===== src/rtl/connect4_pkg.sv =====
// Shared board geometry, cell encodings and scheduler state encoding
// for the Connect Four VGA chip-draw path.
package connect4_pkg;

   localparam int COLS       = 7;
   localparam int ROWS       = 6;
   localparam int CELLS      = COLS * ROWS;
   localparam int SPRITE_PIX = 256;

   localparam logic [1:0] CELL_EMPTY = 2'b00;
   localparam logic [1:0] CELL_RED   = 2'b01;
   localparam logic [1:0] CELL_BLUE  = 2'b10;

   typedef enum logic [2:0] {
      ST_IDLE,
      ST_RD_ADDR,
      ST_RD_WAIT,
      ST_DRAW,
      ST_FLUSH,
      ST_DONE
   } state_e;

   // Sprite origin x: origin + col*16, truncated to 8 bits.
   function automatic logic [7:0] x_of(input logic [7:0] org,
                                       input logic [2:0] col);
      return org + {1'b0, col, 4'b0000};
   endfunction

   // Sprite origin y: origin + row*16, truncated to 7 bits.
   function automatic logic [6:0] y_of(input logic [6:0] org,
                                       input logic [2:0] row);
      return org + {row, 4'b0000};
   endfunction

endpackage


===== src/rtl/pix_delay_line.sv =====
// Aligns the plot strobe with sprite pixels that emerge from the
// drawer pipeline DEPTH cycles after the draw strobe.
module pix_delay_line #(
   parameter int DEPTH = 2
) (
   input  logic clk,
   input  logic resetn,
   input  logic din,
   output logic dout
);

   logic [DEPTH-1:0] sr_q;
   logic [DEPTH-1:0] sr_d;

   // Shift the strobe one stage per cycle.
   always_comb begin
      sr_d    = sr_q;
      sr_d[0] = din;
      for (int i = 1; i < DEPTH; i++) begin
         sr_d[i] = sr_q[i-1];
      end
   end

   // Stage registers, cleared by the synchronous reset.
   always_ff @(posedge clk) begin
      if (!resetn) begin
         sr_q <= '0;
      end else begin
         sr_q <= sr_d;
      end
   end

   assign dout = sr_q[DEPTH-1];

endmodule


===== src/rtl/chip_draw_sched.sv =====
// Chip sprite draw sequencer: single-chip requests and full-board
// refresh scans, with 256-cycle draw strobes and a delayed plot.
module chip_draw_sched
   import connect4_pkg::*;
#(
   parameter int X_ORIGIN   = 24,
   parameter int Y_ORIGIN   = 12,
   parameter int PLOT_DELAY = 2
) (
   input  logic       clk,
   input  logic       resetn,
   input  logic       req_valid,
   output logic       req_ready,
   input  logic [2:0] req_col,
   input  logic [2:0] req_row,
   input  logic       req_player,
   input  logic       refresh_req,
   output logic [5:0] cell_addr,
   input  logic [1:0] cell_data,
   output logic [7:0] x_base,
   output logic [6:0] y_base,
   output logic       drawr,
   output logic       drawb,
   output logic       plot,
   output logic       busy,
   output logic       done
);

   state_e     state_q, state_d;
   logic       pend_q, pend_d;
   logic       rf_q, rf_d;
   logic [5:0] k_q, k_d;
   logic [2:0] col_q, col_d;
   logic [2:0] row_q, row_d;
   logic       player_q, player_d;
   logic [7:0] pix_q, pix_d;
   logic [2:0] fl_q, fl_d;
   logic [5:0] cell_addr_q, cell_addr_d;
   logic [7:0] x_base_q, x_base_d;
   logic [6:0] y_base_q, y_base_d;
   logic       drawr_q, drawr_d;
   logic       drawb_q, drawb_d;
   logic       busy_q, busy_d;
   logic       done_q, done_d;

   logic [5:0] k_nx;
   logic [2:0] col_nx, row_nx;
   logic       last_cell, flush_end, req_bad, cell_full;

   // Running col/row pair that tracks the scan index without a divider.
   always_comb begin
      k_nx = k_q + 6'd1;
      if (col_q == 3'(COLS - 1)) begin
         col_nx = 3'd0;
         row_nx = row_q + 3'd1;
      end else begin
         col_nx = col_q + 3'd1;
         row_nx = row_q;
      end
   end

   assign last_cell = (k_q == 6'(CELLS - 1));
   assign flush_end = (fl_q == 3'(PLOT_DELAY - 1));
   assign req_bad   = (req_col >= 3'(COLS)) || (req_row >= 3'(ROWS));
   assign cell_full = (cell_data == CELL_RED) || (cell_data == CELL_BLUE);

   assign req_ready = (state_q == ST_IDLE) && !pend_q && !refresh_req;

   // Next-state and datapath load decisions for the sequencer.
   always_comb begin
      state_d     = state_q;
      pend_d      = pend_q | refresh_req;
      rf_d        = rf_q;
      k_d         = k_q;
      col_d       = col_q;
      row_d       = row_q;
      player_d    = player_q;
      pix_d       = pix_q;
      fl_d        = fl_q;
      cell_addr_d = cell_addr_q;
      x_base_d    = x_base_q;
      y_base_d    = y_base_q;
      unique case (state_q)
         ST_IDLE: begin
            if (pend_q || refresh_req) begin
               state_d     = ST_RD_ADDR;
               pend_d      = 1'b0;
               rf_d        = 1'b1;
               k_d         = 6'd0;
               col_d       = 3'd0;
               row_d       = 3'd0;
               cell_addr_d = 6'd0;
            end else if (req_valid) begin
               rf_d     = 1'b0;
               player_d = req_player;
               if (req_bad) begin
                  state_d = ST_DONE;
               end else begin
                  state_d  = ST_DRAW;
                  pix_d    = 8'd0;
                  x_base_d = x_of(8'(X_ORIGIN), req_col);
                  y_base_d = y_of(7'(Y_ORIGIN), req_row);
               end
            end
         end
         ST_RD_ADDR: begin
            state_d = ST_RD_WAIT;
         end
         ST_RD_WAIT: begin
            if (cell_full) begin
               state_d  = ST_DRAW;
               pix_d    = 8'd0;
               player_d = (cell_data == CELL_BLUE);
               x_base_d = x_of(8'(X_ORIGIN), col_q);
               y_base_d = y_of(7'(Y_ORIGIN), row_q);
            end else if (last_cell) begin
               state_d = ST_DONE;
            end else begin
               state_d     = ST_RD_ADDR;
               k_d         = k_nx;
               col_d       = col_nx;
               row_d       = row_nx;
               cell_addr_d = k_nx;
            end
         end
         ST_DRAW: begin
            pix_d = pix_q + 8'd1;
            if (pix_q == 8'(SPRITE_PIX - 1)) begin
               state_d = ST_FLUSH;
               fl_d    = 3'd0;
            end
         end
         ST_FLUSH: begin
            if (!flush_end) begin
               fl_d = fl_q + 3'd1;
            end else if (rf_q && !last_cell) begin
               state_d     = ST_RD_ADDR;
               k_d         = k_nx;
               col_d       = col_nx;
               row_d       = row_nx;
               cell_addr_d = k_nx;
            end else begin
               state_d = ST_DONE;
            end
         end
         ST_DONE: begin
            state_d = ST_IDLE;
         end
         default: begin
            state_d = ST_IDLE;
         end
      endcase
      drawr_d = (state_d == ST_DRAW) && !player_d;
      drawb_d = (state_d == ST_DRAW) && player_d;
      busy_d  = (state_d != ST_IDLE);
      done_d  = (state_d == ST_DONE);
   end

   // Sequencer state and registered outputs.
   always_ff @(posedge clk) begin
      if (!resetn) begin
         state_q     <= ST_IDLE;
         pend_q      <= 1'b0;
         rf_q        <= 1'b0;
         k_q         <= 6'd0;
         col_q       <= 3'd0;
         row_q       <= 3'd0;
         player_q    <= 1'b0;
         pix_q       <= 8'd0;
         fl_q        <= 3'd0;
         cell_addr_q <= 6'd0;
         x_base_q    <= 8'd0;
         y_base_q    <= 7'd0;
         drawr_q     <= 1'b0;
         drawb_q     <= 1'b0;
         busy_q      <= 1'b0;
         done_q      <= 1'b0;
      end else begin
         state_q     <= state_d;
         pend_q      <= pend_d;
         rf_q        <= rf_d;
         k_q         <= k_d;
         col_q       <= col_d;
         row_q       <= row_d;
         player_q    <= player_d;
         pix_q       <= pix_d;
         fl_q        <= fl_d;
         cell_addr_q <= cell_addr_d;
         x_base_q    <= x_base_d;
         y_base_q    <= y_base_d;
         drawr_q     <= drawr_d;
         drawb_q     <= drawb_d;
         busy_q      <= busy_d;
         done_q      <= done_d;
      end
   end

   pix_delay_line #(
      .DEPTH (PLOT_DELAY)
   ) u_plot_dly (
      .clk    (clk),
      .resetn (resetn),
      .din    (drawr_q | drawb_q),
      .dout   (plot)
   );

   assign cell_addr = cell_addr_q;
   assign x_base    = x_base_q;
   assign y_base    = y_base_q;
   assign drawr     = drawr_q;
   assign drawb     = drawb_q;
   assign busy      = busy_q;
   assign done      = done_q;

endmodule


===== config.mk =====
export PLATFORM = sky130hd
export DESIGN_NAME = chip_draw_sched
export DESIGN_NICKNAME = d
export VERILOG_FILES = /design/src/rtl/connect4_pkg.sv /design/src/rtl/pix_delay_line.sv /design/src/rtl/chip_draw_sched.sv
export SDC_FILE = /design/constraint.sdc
export NUM_CORES = 1
export LEC_CHECK = 0
export ABC_AREA = 1
export CELL_PAD_IN_SITES_DETAIL_PLACEMENT = 1
export CELL_PAD_IN_SITES_GLOBAL_PLACEMENT = 2
export CORE_ASPECT_RATIO = 1.75
export CORE_MARGIN = 10
export CORE_UTILIZATION = 25
export DETAILED_ROUTE_END_ITERATION = 6
export PLACE_DENSITY = 0.77
export SLEW_MARGIN = 0
export SYNTH_ARGS = -nofsm -noshare
export SYNTH_HDL_FRONTEND = slang
export SYNTH_SLANG_ARGS = --single-unit

===== constraint.sdc =====
create_clock -name clk -period 2.1 [get_ports clk]
set_input_delay 0.21 -clock clk [delete_from_list [all_inputs] [get_ports clk]]
set_output_delay 0.21 -clock clk [all_outputs]
set_load 0.05 [all_outputs]

# --- Yosys cells after proc, flatten, opt, wreduce, memory -nomap -nowiden ---
# Cells that the tools add are included.
op_classes:
  reduce_logical: 24
  eq_ne: 23
  muxes: 54
  addsub: 9
  bitwise_logic: 2
  order_cmp: 2
op_table:
  columns: ["operator", "n"]
  rows:
  - ["$mux W8", 8]
  - ["$mux W3", 21]
  - ["$mux W6", 5]
  - ["$mux W7", 4]
  - ["$pmux W8 S3", 1]
  - ["$ne A2 B2 Y1 const B", 10]
  - ["$pmux W3 S3", 2]
  - ["$pmux W6 S3", 1]
  - ["$add A5 B7 Y8 const A", 2]
  - ["$pmux W8 S2", 1]
  - ["$pmux W3 S5", 1]
  - ["$add A4 B7 Y7 const A", 2]
  - ["$pmux W7 S2", 1]
  - ["$reduce_and A5 Y1", 2]
  - ["$add A3 B1 Y3 const B", 3]
  - ["$eq A3 B2 Y1 const B", 3]
  - ["$eq A3 B3 Y1 const B", 3]
  - ["$reduce_bool A3 Y1", 3]
  - ["$add A8 B1 Y8 const B", 1]
  - ["$eq A8 B8 Y1 const B", 1]
  - ["$mux W1", 7]
  - ["$add A6 B1 Y6 const B", 1]
  - ["$eq A3 B1 Y1 const B", 2]
  - ["$eq A6 B6 Y1 const B", 1]
  - ["other kinds (15)", 28]
word_totals:
  regBits: 50
  inputBits: 13
  out_inout_bits: 27
  wordCells: 130

# --- Longest topological paths before layout ---
logic_depth:
  word_depth: 8
  ltp_mapped: 12
  mapped_depth_nobuf: 11

# --- Cells and area by module ---
# A second synthesis with hierarchy kept.
unflattened:
  cells_unflattened: 360
  hier_area_um2: 2447.3
modules_own_cells:
  columns: ["module", "seq_area_each_um2", "cells_each", "n_inst", "area_per_inst_um2"]
  rows:
  - ["chip_draw_sched", 820.8, 354, 1, 2392.3]
  - ["pix_delay_line", 40.0, 6, 1, 55.1]

# --- Worst setup path after synthesis ---
# No wires, ideal clock.
synth_timing:
  path_kind: "register to register"
  startpoint: "register, netlist name cell_addr[1]"
  endpoint: "register col_q[0]"
  setup_slack_ns: 0.295
  synth_period_minus_slack_ns: 1.805
  required_time_ns: 1.980
  n_path_buf: 1
  arrival_time_ns: 1.685
  path_stages_with_launch: 12
  setup_time_ns: 0.120
  cell_sequence: "dfxtp_1 inv_1 ha_1 nand2_1 inv_1 nand3_1 nand2_1 nand2_1 buf_2 nand4_1 nand2_1 nor2_1"
synth_lines:
  columns: ["element", "line", "rtl"]
  rows:
  - ["end signal, assigned", "chip_draw_sched.sv:183", "col_q <= col_d;"]
  - ["end, declared", "chip_draw_sched.sv:33", "logic [2:0] col_q, col_d;"]

==> results.py <==
metrics = {
    "status": {
        "status": "complete, no violations",
    },
    "drt": {
        "routed_wl_um": 7160,
        "drtIter0Drc": 48,
        "viasPerCell": 4.42,
        "num_vias": 2289,
        "route.top_layer_used": "met4",
        "first_pass_iters": 3,
        "postRouteAntennaNets": 0,
        "drt-met1-wl_um": 2840,
        "drc": 0,
        "detail_route.wl_per_cell_um": 13.8,
        "dr_wl_met3_um": 169,
        "routed-wl-met2_um": 4030,
    },
    "placement": {
        "dp_hpwl_um": 5680,
        "pre_cts_ws_ps": 161,
        "port_buffers": 34,
        "gp_congestion": 0.800,
    },
    "sta": {
        "finClkSkew_ps": 2.78,
        "hold_violations": 0,
        "slew_viol_final": 0,
        "fmax_mhz": 548,
        "tightest_slew_ps": 511,
        "hold-worst-slack_ps": 456,
        "setup_slack_ps": 275,
        "min_period_over_period_pct": 86.9,
        "rsz0062_at_grt": "false",
        "maxSlewHeadroom_pct": 65.8,
        "fin_crit_ps": 1830,
        "tns_ps": 0,
        "setup_viol": 0,
    },
    "cts": {
        "cts.sinks": 43,
        "postCtsSetupBuffers": 0,
        "clk_latency_ps": 290,
        "numCtsBuffers": 5,
        "clk_pin_slew_ps": 60,
        "cts-root-buf": "clkbuf_16",
        "cts_resized": 0,
        "ctsHoldBuffers": 0,
        "cts_buffer_depth": 2,
        "htree_levels": 2,
        "cts_tree": "done",
    },
    "finish": {
        "fillers": 1186,
        "multiInputGateArea_um2": 1280,
        "final_util_pct": 32.4,
        "synthToLayoutAreaGrowth_pct": 26.1,
        "layout_commonest_cell": "nand2_1",
        "drive_gt1_share_pct": 11.4,
        "fin_nets": 416,
        "seqCellArea_um2": 861,
        "antenna_cells": 0,
        "layout_common_cells": "nand2_1 (91), inv_1 (45), dfxtp_1 (43)",
    },
    "grt": {
        "grt.overflow.total": 0,
        "grt_pass1_wl_um": 11700,
        "grt_max_degree": 25,
        "grt_usage_pct": 10.5,
        "antenna_found_initial": 0,
        "grt_pass1_vias": 2398,
    },
    "power": {
        "power_switching_w": 0.00149,
        "cellLeakagePower_nw": 1.36,
        "pwr-share-comb_pct": 45.2,
        "intPower_w": 0.00195,
        "peakVddDrop_v": 0.000362,
        "total_power_w": 0.00345,
        "seqPwrFrac_pct": 30.4,
        "clkPwrFrac_pct": 24.4,
        "switching_share_pct": 43.3,
        "power.density_nw_per_um2": 1120,
    },
    "critical_path": {
        "cp.arrival_ps": 2000,
        "path_max_fanout": 13,
        "cp-start-kind": "flip-flop",
        "criticalPathCategory": "flip-flop to flip-flop",
        "cp-end-kind": "flip-flop",
        "required_ps": 2280,
    },
    "synth": {
        "yosysUniqueCellTypes": 34,
        "ys_seq_elements": 43,
        "synthArstFlopShare_pct": 0,
        "avgSynthCellArea_um2": 6.85,
        "ys.flop_type": "dfxtp_1",
        "ys_seq_area_share_pct": 35.4,
        "synth_warnings": 0,
        "syn_inst": 355,
        "synth_edf_count": 0,
        "syn-cell-area_um2": 2430,
    },
    "floorplanning": {
        "design.portCount": 40,
        "die_x_um": 94.5,
        "core_um2": 9470,
        "chipHeight_um": 150,
        "initial_core_util_pct": 25.7,
        "dieArea_um2": 14200,
        "placementRows": 47,
    },
    "flow_run": {
        "maxCapViolations": 0,
    },
    "worst_hold_path": {
        "hold_class": "flip-flop to flip-flop",
    },
}
kinds of logic after synthesis:
group	count (synthesis)	share of synthesized area (%)
AO/OA/AOI/OAI	45	9.57
XOR/XNOR	5	1.80
adder cells (fa/ha/maj)	8	4.12
buffers and inverters	64	12.4
flip-flops	43	35.4
multiplexers	1	0.463
other	1	0.154
AND/OR/NAND/NOR	188	36.1
metal layers:
metal | GRT usage (%) | vias to the layer above
met2 | 20.6 | 24
li1 | - | 1190
met4 | 4.29 | 0
met5 | 0 | -
met3 | 1.84 | 9
met1 | 10.3 | 1066
final timing paths:
| kind | start | endpoint | slack [ps] | depth (start not counted) |
|---|---|---|---|---|
| setup / recovery | cell_addr[0] | col_q[2] | 270 | 9 |
| hold / removal | u_plot_dly.sr_q[0] | u_plot_dly.sr_q[1] | 460 | 2 |
| setup reg to reg | cell_addr[0] | col_q[2] | 270 | 9 |
| hold reg to reg | u_plot_dly.sr_q[0] | u_plot_dly.sr_q[1] | 460 | 2 |
power groups by stage:
stage / Sequential, W / Clock, W / Combinational (W)
finish: 0.00105 / 0.000840 / 0.00156
global placement: 0.00107 / 0 / 0.00156
global route: 0.00107 / 0.000902 / 0.00172
detailed placement: 0.00107 / 0 / 0.00158
CTS: 0.00105 / 0.000870 / 0.00159
floorplan: 0.00133 / 0 / 0.000857
stage by stage:
| stage | instances | area [um^2] |
|---|---|---|
| after floorplan | 359 | 2450 |
| after global placement | 510 | 2910 |
| after detailed placement | 510 | 2910 |
| after CTS | 518 | 3070 |
| after global routing | 518 | 3070 |
| final | 518 | 3070 |
flip-flops by register name (all words and copies together), names as in the netlist, 2 cells and up:
name             cells
state_q              3
col_q                3
cell_addr            6
x_base               5
row_q                3
pix_q                8
y_base               3
fl_q                 3
u_plot_dly.sr_q      2
layout make-up:
| cell class | instances | area share (%) |
|---|---|---|
| Multi-Input combinational cell | 252 | 41.9 |
| Sequential cell | 43 | 28.1 |
| Timing Repair Buffer | 44 | 13.9 |
| Inverter | 49 | 6.00 |
| Clock buffer | 7 | 4.98 |
| Tap cell | 122 | 4.98 |
| Clock inverter | 1 | 0.245 |
critical path, stage by stage, from the launching register on:
cell	delay, ps
dfxtp_1	370
ha_1	240
nand2_1	70
inv_1	40
nand3_1	130
nand2_1	80
nand2_1	240
nand3_4	220
o21ai_0	260
nor2_1	70
synth_stat cells, types with 2 or more instances:
cell | count | share of area, %
nand2_1 | 91 | 14
inv_1 | 45 | 6.9
dfxtp_1 | 43 | 35
nor2_1 | 41 | 6.3
a21oi_1 | 26 | 5.4
nand3_1 | 21 | 4.3
nand4_1 | 13 | 3.3
o21ai_0 | 13 | 2.7
ha_1 | 8 | 4.1
buf_4 | 7 | 2.2
or2_2 | 5 | 1.3
inv_2 | 4 | 0.62
nand2_2 | 4 | 1.0
buf_6 | 3 | 1.4
nand3_2 | 3 | 1.2
xor2_1 | 3 | 1.1
a31oi_1 | 2 | 0.51
buf_2 | 2 | 0.41
clkbuf_1 | 2 | 0.31
nor2_2 | 2 | 0.51
nor3_1 | 2 | 0.41
o21ai_1 | 2 | 0.41
xnor2_1 | 2 | 0.72
(Power assumes the default switching activity.)
